## src/rtl/bin2bcd_seq.sv

```systemverilog
// bin2bcd_seq: sequential binary-to-BCD converter (shift-and-add-3, one bit per clock).
// Converts one W-bit word per start request into D packed BCD digits. Results
// that do not fit in D digits saturate to all nines and raise ovf.
//
// Ports:
//   clk    system clock, rising edge
//   rst    synchronous, active-high reset
//   start  conversion request, honoured only when idle
//   bin    binary input word, captured on the accepted start cycle
//   busy   high while converting (SHIFT and DONE states)
//   done   one-cycle pulse marking a bcd/ovf update
//   bcd    result, digit k in bits [4k+3:4k], k=0 least significant
//   ovf    result exceeded 10^D-1, held until the next done
//   blank  (BCD_BLANK_EN only) leading-zero blanking per digit, blank[0] always 0
//
// Optional feature macro: BCD_BLANK_EN adds the blank output.
module bin2bcd_seq #(
   parameter int unsigned W = 8,
   parameter int unsigned D = 3
) (
   input  logic           clk,
   input  logic           rst,
   input  logic           start,
   input  logic [W-1:0]   bin,
   output logic           busy,
   output logic           done,
   output logic [4*D-1:0] bcd,
   output logic           ovf
`ifdef BCD_BLANK_EN
   ,
   output logic [D-1:0]   blank
`endif
);

   localparam int unsigned BW = 4 * D;
   localparam int unsigned CW = $clog2(W + 1);

   localparam logic [1:0] IDLE  = 2'd0;
   localparam logic [1:0] SHIFT = 2'd1;
   localparam logic [1:0] DONE  = 2'd2;

   logic [1:0]    state;
   logic [1:0]    state_nx;
   logic [W-1:0]  sr;
   logic [BW-1:0] acc;
   logic [BW-1:0] acc_adj;
   logic [BW-1:0] acc_sh;
   logic          ovf_int;
   logic          ovf_sh;
   logic [CW-1:0] count;
   logic          last_c;

   // Per-digit add-3 correction ahead of the shift; digits never carry into each other.
   always_comb begin
      acc_adj = acc;
      for (int k = 0; k < int'(D); k++) begin
         if (acc[4*k +: 4] >= 4'd5) begin
            acc_adj[4*k +: 4] = acc[4*k +: 4] + 4'd3;
         end
      end
   end

   // A one leaving the accumulator top means the value no longer fits in D digits.
   assign acc_sh = {acc_adj[BW-2:0], sr[W-1]};
   assign ovf_sh = ovf_int | acc_adj[BW-1];
   assign last_c = (count == CW'(W - 1));

`ifdef BCD_BLANK_EN
   logic [D-1:0] blank_nx;
   logic         zero_above;

   // Digit k blanks only when it and every more-significant digit are zero.
   always_comb begin
      blank_nx   = '0;
      zero_above = 1'b1;
      for (int k = int'(D) - 1; k >= 1; k--) begin
         zero_above  = zero_above & (acc_sh[4*k +: 4] == 4'd0);
         blank_nx[k] = zero_above & ~ovf_sh;
      end
   end
`endif

   // State register.
   always_ff @(posedge clk) begin
      if (rst) begin
         state <= IDLE;
      end else begin
         state <= state_nx;
      end
   end

   // Next-state logic.
   always_comb begin
      state_nx = state;
      case (state)
         IDLE:    if (start) state_nx = SHIFT;
         SHIFT:   if (last_c) state_nx = DONE;
         DONE:    state_nx = IDLE;
         default: state_nx = IDLE;
      endcase
   end

   // Datapath and registered outputs; results load on the edge entering DONE
   // so bcd/ovf are valid in the same cycle as the done pulse.
   always_ff @(posedge clk) begin
      if (rst) begin
         busy    <= 1'b0;
         done    <= 1'b0;
         bcd     <= '0;
         ovf     <= 1'b0;
         sr      <= '0;
         acc     <= '0;
         ovf_int <= 1'b0;
         count   <= '0;
`ifdef BCD_BLANK_EN
         blank   <= '0;
`endif
      end else begin
         busy <= (state_nx != IDLE);
         done <= (state_nx == DONE);
         case (state)
            IDLE: begin
               if (start) begin
                  sr      <= bin;
                  acc     <= '0;
                  ovf_int <= 1'b0;
                  count   <= '0;
               end
            end
            SHIFT: begin
               sr      <= sr << 1;
               acc     <= acc_sh;
               ovf_int <= ovf_sh;
               count   <= count + CW'(1);
               if (last_c) begin
                  ovf <= ovf_sh;
                  bcd <= ovf_sh ? {D{4'h9}} : acc_sh;
`ifdef BCD_BLANK_EN
                  blank <= blank_nx;
`endif
               end
            end
            default: ;
         endcase
      end
   end

endmodule

```

## config.mk

```make
export PLATFORM = sky130hd
export DESIGN_NAME = bin2bcd_seq
export DESIGN_NICKNAME = d
export VERILOG_FILES = /design/src/rtl/bin2bcd_seq.sv
export SDC_FILE = /design/constraint.sdc
export NUM_CORES = 1
export LEC_CHECK = 0
export ABC_AREA = 1
export CORE_MARGIN = 1
export CORE_UTILIZATION = 40
export CTS_CLUSTER_DIAMETER = 80
export DETAILED_ROUTE_END_ITERATION = 10
export PLACE_DENSITY_LB_ADDON = 0.25
export SLEW_MARGIN = 20
export SYNTH_ARGS = -nofsm -noshare
export SYNTH_HDL_FRONTEND = slang
export SYNTH_SLANG_ARGS = --single-unit
```

## constraint.sdc

```tcl
create_clock -name clk -period 2.8 [get_ports clk]
set_input_delay 0.56 -clock clk [delete_from_list [all_inputs] [get_ports clk]]
set_output_delay 0.56 -clock clk [all_outputs]
set_load 0.05 [all_outputs]
```

# After elaboration in Yosys (flattened, before gate mapping)
# Cells that the tools add are included.
[op_classes]
n_addsub = 4
magnitude_cmp = 3
eq_ne = 4
muxes = 15
n_bitwise = 1
reduce_logical = 5
[op_table]
columns = ["operator", "count"]
rows = [
  ["12-bit 2-to-1 mux", 2],
  ["12-bit case mux with 2 select lines", 1],
  ["4-bit 2-to-1 mux", 4],
  ["8-bit case mux with 2 select lines", 1],
  ["4-bit by 2-bit adder with 4-bit output (second input constant)", 3],
  ["4-bit by 3-bit >= comparator with 1-bit output (second input constant)", 3],
  ["8-bit 2-to-1 mux", 1],
  ["4-bit case mux with 2 select lines", 1],
  ["4-bit by 1-bit adder with 4-bit output (second input constant)", 1],
  ["4-bit by 3-bit == test with 1-bit output (second input constant)", 1],
  ["2-bit 2-to-1 mux", 2],
  ["2-bit case mux with 2 select lines", 1],
  ["2-bit AND reduction", 2],
  ["2-bit nonzero test", 2],
  ["2-bit by 1-bit == test with 1-bit output (second input constant)", 1],
  ["2-bit == test (second input constant)", 1],
  ["2-bit logical NOT", 1],
  ["2-bit != test (second input constant)", 1],
  ["1-bit case mux with 2 select lines", 1],
  ["1-bit 2-to-1 mux", 1],
  ["1-bit OR", 1],
]
[word_totals]
reg_bits = 42
input_bits = 11
out_inout_bits = 15

# Logic depth before layout (Yosys ltp)
# Gate-level depths: netlist (run 1).
[logic_depth]
depth_word = 4
mapped_depth = 11

# Worst setup path before layout (run 1)
# Ideal clock, no wire load.
[synth_path]
path_type = "flip-flop to flip-flop"
start = "reg acc[8]"
end = "reg bcd[0]"
setup_ns = 0.113
t_arrival_ns = 1.232
setup_slack_ns = 1.455
path_stages_with_launch = 12
path_buffers = 0
cell_sequence = "dfxtp_1 inv_1 ha_1 inv_1 nand2_1 nand2_1 nand2_1 nor2_2 nor2_4 nand2_4 o21ai_1 inv_1"
[synth_between]
elab_chain_cells = 4
word_cells_on_any_way = 5
[synth_lines]
columns = ["item", "line_no", "text"]
rows = [
  ["from (decl)", "45", "logic [BW-1:0] acc;"],
  ["from (signal assigned)", "132", "acc <= acc_sh;"],
  ["4-bit by 2-bit adder with 4-bit output or 4-bit by 3-bit >= comparator with 1-bit output (tied branches)", "58, 57", ""],
  ["4-bit 2-to-1 mux (*)", "57", "if (acc[4*k +: 4] >= 4'd5) begin"],
  ["1-bit OR (*)", "65", "assign ovf_sh = ovf_int | acc_adj[BW-1];"],
  ["12-bit 2-to-1 mux (*)", "137", "bcd <= ovf_sh ? {D{4'h9}} : acc_sh;"],
  ["to (signal assigned)", "137", ""],
  ["to (decl)", "27", "output logic [4*D-1:0] bcd,"],
]
# Every way passes the cells marked *; elsewhere a longest branch is shown, timed or not.
# A chain may end at the register's enable or synchronous reset.

# Worst setup path in the final report (run 1)
[layout_path]
start = "reg bcd[0]"
end = "out bcd[0]"
# No word-level cell between the ends.

==> summary.txt, run 1 <==
CP Cell Sequence -> clkdlybuf4s50_1
top-area cell type share of the netlist area -> 43.1%
VDD IR max -> 0.191 mV
global-route met3 utilization -> 4.78%
core area -> 4720 sq um
CP top delay family -> buffers and inverters
num rows -> 25
post-DR wirelength/cell -> 10.5 um
Crit Path Max Fanout -> 2
synthesized net count -> 286
status -> finished clean
fillers -> 477
Vias/cell -> 4.70
Nets -> 310
Post-Route WL -> 3770 um
Setup crit start kind -> register
final worst-path cycle share -> 71.6%
slowest CP cell -> clkdlybuf4s50_1
R2R Path Start -> acc[8]
Max Buffers Root-to-Sink -> 2
layout overhead on the synthesized area -> 19.2%
ANT cells -> 0
detailed-route via count -> 1692
Critical path buffers and inverters -> 1
leading cell type by number of instances after synthesis -> nand2_1
R2R cell count -> 11
biggest area consumer among synthesized cells -> dfxtp_1
Root Buffer -> clkbuf_8
H-tree Lvls -> 2
R2R Setup Slk -> 1.25 ns
data arrival time of the worst path -> 1.45 ns
Yosys warnings -> 0
busiest grt layer -> met2
FF+latch count, synth -> 42
antenna violations before repair -> 0
initial DRC count -> 83
Maximum Capacitance Violations -> 0
all-layer global routing usage -> 16.7%
final setup violation count -> 0
WP depth -> 1
post-CTS setup buffers -> 0
Antenna Nets Post-Route -> 0
min Tclk post-route -> 2.01 ns
routability congestion estimate from global placement -> 0.777
layout cells sized above 1 -> 7.51%
synth cell count leaders -> 81 x nand2_1, 42 x dfxtp_1, 30 x inv_1, 26 x a21oi_1, 17 x o21ai_0
port bufs -> 25
largest net degree at the start of global routing -> 32
Worst EP required -> 2.24 ns
Initial Util -> 41.3%
Distinct cells, synth -> 29
Num CTS Buffers -> 5
total congestion overflow -> 0
Avg Inst Size Synth -> 7.28 sq um
cell area power density -> 471 nW/um^2
met1 Use GR -> 20.8%
CTS-repair resized insts -> 0
vias in the first global route -> 1541
Hold Crit Start -> bcd[10]
setup TNS -> 0 ns
Main synth FF type -> dfxtp_1
maximum clock rate -> 498 MHz
Sink Count -> 42
Worst Hold Depth -> 2
Worst Hold Class -> register to register
post-synthesis sequential area ratio -> 43.1%
first-pass GRT wire length -> 6710 um
critical path class -> register to output pin
Die ar. -> 5160 sq um
Crit. End Element -> output pin
later-pin clock latency in the skew report -> 0.29 ns
main area contributors after synthesis -> dfxtp_1 43%, nand2_1 16%, a21oi_1 6.7%
hold_buf cts -> 0
CTS tree -> yes
Max-slew headroom -> 66.9%
Die Ht -> 71.9 um
Tightest Pin Transition -> 0.495 ns
drt first pass iters -> 4
num ports -> 26
DP Area -> 2230 sq um
Slew Viols, Final -> 0
reg-to-reg endpoint -> bcd[3]
Synth Instances -> 268
die width -> 71.9 um
Pwr Total -> 1.10 mW
clock skew -> 0.00368 ns
CP max stage delay -> 0.81 ns
GRT met2 Usage -> 27.1%
P_leak -> 0.937 nW
number of synthesized flops with an enable pin -> 0
Clk pin slew, worst setup/hold paths -> 0.08 ns
Synth async-reset ratio -> 0%
synthesized cell area -> 1950 sq um
RSZ-0062 raised after global routing -> no
fin area -> 2330 sq um
Detailed Place HPWL -> 2650 um
drt drc -> 0
Final Hold Viols -> 0
WHS Endpoint -> bcd[10]
[routing by layer]
| layer | share of wire (%) | routed length (um) |
|---|---|---|
| met4 | 0.82 | 31 |
| met3 | 4.3 | 161 |
| met1 | 46 | 1740 |
| met5 | 0 | 0 |
| met2 | 49 | 1840 |
[power by group]
group	internal (mW)	switching [mW]	leakage (nW)
Combinational	0.0284	0.0483	0.548
Sequential	0.609	0.00716	0.340
Clock	0.199	0.204	0.0482
[cells in the final DEF (no fill, tap or decap)]
cell / count
nand3_1: 14
nand4_1: 2
clkdlybuf4s50_1: 25
o22ai_1: 1
a21oi_2: 2
dfxtp_1: 42
nand3_4: 1
clkbuf_8: 6
nand2_2: 2
nor2_4: 1
nor2_1: 15
nor3_1: 1
o21ai_1: 2
a22oi_1: 3
nand2_1: 81
o21bai_1: 1
nor2_8: 1
o21ai_2: 1
ha_1: 7
buf_4: 1
a21oi_1: 26
nor2_2: 2
clkinv_2: 1
nand2_4: 1
inv_1: 30
a31oi_1: 2
clkbuf_1: 1
o21ai_0: 17
o211ai_1: 1
inv_2: 3
[flip-flops by register name, indices dropped and copies added (netlist names)]
name / cells
acc: 12
bcd: 12
busy: 1
count: 4
done: 1
ovf: 1
ovf_int: 1
sr: 8
state: 2
[metrics by stage]
step | hold slack, ns | setup WS, ns | util [%] | instances
2_1_floorplan | 0.439 | 1.46 | - | 268
3_3_place_gp | 0.451 | 0.958 | 47.3 | 352
3_5_place_dp | 0.456 | 0.926 | 47.3 | 352
4_1_cts | 0.469 | 0.773 | 49.2 | 360
5_1_grt | 0.497 | 0.741 | 49.2 | 360
6_report | 0.465 | 0.794 | 49.2 | 360
[logic make-up after synthesis]
logic type,Yosys count,synth area share [%]
AO/OA/AOI/OAI,56,15.8
flip-flops,42,43.1
adder cells (fa/ha/maj),7,4.49
AND/OR/NAND/NOR,121,27.3
buffers and inverters,42,9.36
[how the worst max path moves through the flow]
| stage | start | endpoint | slack, ns |
|---|---|---|---|
| after floorplan | acc[8] | bcd[0] | 1.46 |
| after global placement | start | sr[5] | 0.96 |
| after detailed placement | start | sr[5] | 0.93 |
| after CTS | bcd[0] | bcd[0] | 0.77 |
| after global routing | bcd[0] | bcd[0] | 0.74 |
| final | bcd[0] | bcd[0] | 0.79 |
[final cells by class]
cell class	instances	area (sq um)	area share, %
Clock buffer	7	86.3	3.71
Timing Repair Buffer	26	258	11.1
Tap cell	67	83.8	3.60
Inverter	33	124	5.33
Clock inverter	1	5.00	0.215
Multi-Input combinational cell	184	928	39.9
Sequential cell	42	841	36.1
Power figures use the tool's default switching activity.
==> run 2, diff against run 1 <==
==> constraint.sdc (replaced) <==
create_clock -name clk -period 2 [get_ports clk]
set_input_delay 0.4 -clock clk [delete_from_list [all_inputs] [get_ports clk]]
set_output_delay 0.4 -clock clk [all_outputs]
set_load 0.05 [all_outputs]
==> run 2 against run 1 <==
Net effect: via count is 0.95% higher; combinational power is 43% higher; clock skew is 0.0020 ns higher; critical path depth stayed put; sequential share of layout area is 0.56 points lower; clock-buffer cell count is 1 lower; power is 51% higher.
==> summary.txt, run 2 (synthesis gave the netlist of run 1 again) <==
status -> finished clean
core area -> 4720 sq um
largest net degree at the start of global routing -> 23
ANT cells -> 0
leading cell type in the layout, fill and taps excluded -> nand2_1
drt drc -> 0
Clk pin slew, worst setup/hold paths -> 0.08 ns
Num CTS Buffers -> 5
all-layer global routing usage -> 16.6%
antenna violations before repair -> 0
Worst EP required -> 1.60 ns
layout overhead on the synthesized area -> 21.0%
maximum clock rate -> 540 MHz
Worst Hold Depth -> 2
DP Area -> 2250 sq um
fin area -> 2360 sq um
layout cells sized above 1 -> 8.16%
initial DRC count -> 95
Antenna Nets Post-Route -> 0
WP depth -> 1
R2R cell count -> 11
Max Buffers Root-to-Sink -> 2
Nets -> 312
post-DR wirelength/cell -> 10.5 um
CP max stage delay -> 0.81 ns
RSZ-0062 raised after global routing -> no
Root Buffer -> clkbuf_8
Tightest Pin Transition -> 0.499 ns
clock skew -> 0.00569 ns
non-filler cells in the finished layout -> 361
worst hold slack -> 0.464 ns
CTS tree -> yes
die width -> 71.9 um
total congestion overflow -> 0
num ports -> 26
slowest CP cell -> clkdlybuf4s50_1
reg-to-reg endpoint -> bcd[0]
later-pin clock latency in the skew report -> 0.29 ns
vias in the first global route -> 1509
H-tree Lvls -> 2
drt first pass iters -> 4
setup TNS -> 0 ns
post-CTS setup buffers -> 0
R2R Setup Slk -> 0.44 ns
Critical path buffers and inverters -> 1
port bufs -> 25
Vias/cell -> 4.73
Initial Util -> 41.3%
CP top delay family -> buffers and inverters
Final Hold Viols -> 0
Setup crit start kind -> register
critical path class -> register to output pin
P_leak -> 0.956 nW
detailed-route via count -> 1708
Hold Crit Start -> bcd[10]
R2R Path Start -> acc[8]
Crit. End Element -> output pin
final setup violation count -> 0
CTS-repair resized insts -> 0
Worst Hold Class -> register to register
Detailed Place HPWL -> 2720 um
final worst-path cycle share -> 92.6%
Die Ht -> 71.9 um
min Tclk post-route -> 1.85 ns
VDD IR max -> 0.374 mV
Die ar. -> 5160 sq um
commonest non-fill, non-tap cells in the layout -> 81 x nand2_1, 42 x dfxtp_1, 30 x inv_1, 26 x a21oi_1, 25 x clkdlybuf4s50_1
Crit Path Max Fanout -> 2
cell area power density -> 701 nW/um^2
Max-slew headroom -> 66.6%
CP Cell Sequence -> clkdlybuf4s50_1
Inst Count DP -> 354
routability congestion estimate from global placement -> 0.807
hold_buf cts -> 0
data arrival time of the worst path -> 1.45 ns
Sink Count -> 42
Maximum Capacitance Violations -> 0
Slew Viols, Final -> 0
Post-Route WL -> 3800 um
num rows -> 25
WHS Endpoint -> bcd[10]
first-pass GRT wire length -> 6720 um
biggest regs -> acc: 12 flops, bcd: 12 flops, sr: 8 flops
-- run 2: cell count changes in the layout (fill, tap and decap cells not counted), sizes merged --
| cell | delta |
|---|---|
| buf | +2 |
| bufinv | +1 |
| clkbuf | -1 |
| clkinv | -1 |
-- run 2: where the power goes --
part | total (mW) | internal (mW) | leakage (nW) | switching [mW]
combinational | 0.110 | 0.0430 | 0.558 | 0.0675
sequential | 0.862 | 0.852 | 0.340 | 0.0104
clock | 0.683 | 0.399 | 0.0573 | 0.284
total | 1.66 | 1.29 | 0.956 | 0.361
-- run 2: worst max-delay path by stage --
stage                     startpoint      to  slack [ns]
final                         bcd[0]  bcd[0]        0.15
after global routing          bcd[0]  bcd[0]        0.10
after CTS                     bcd[0]  bcd[0]        0.13
after detailed placement       start   sr[5]        0.28
after global placement         start   sr[5]        0.31
after floorplan               acc[8]  bcd[0]        0.66
-- run 2: layout make-up --
type	instances	area [sq um]
Multi-Input combinational cell	184	928
Sequential cell	42	841
Fill cell	467	2360
Clock inverter	1	30.0
Timing Repair Buffer	28	273
Inverter	33	124
Clock buffer	6	82.6
Tap cell	67	83.8
-- run 2: metrics by stage --
stage / utilization [%] / setup slack, ns / power, mW
6_report: 50.0 / 0.148 / 1.66
5_1_grt: 50.0 / 0.102 / 1.72
4_1_cts: 50.0 / 0.126 / 1.67
3_5_place_dp: 47.6 / 0.283 / 0.994
3_3_place_gp: 47.6 / 0.313 / 0.994
2_1_floorplan: - / 0.655 / 0.957
-- run 2: routing by layer --
layer	up-vias	track usage, %	share of wire [%]
met5	-	0	0
met4	0	7.19	1.9
met3	8	3.38	3.4
met2	38	27.9	48
met1	750	20.7	47
li1	912	-	-
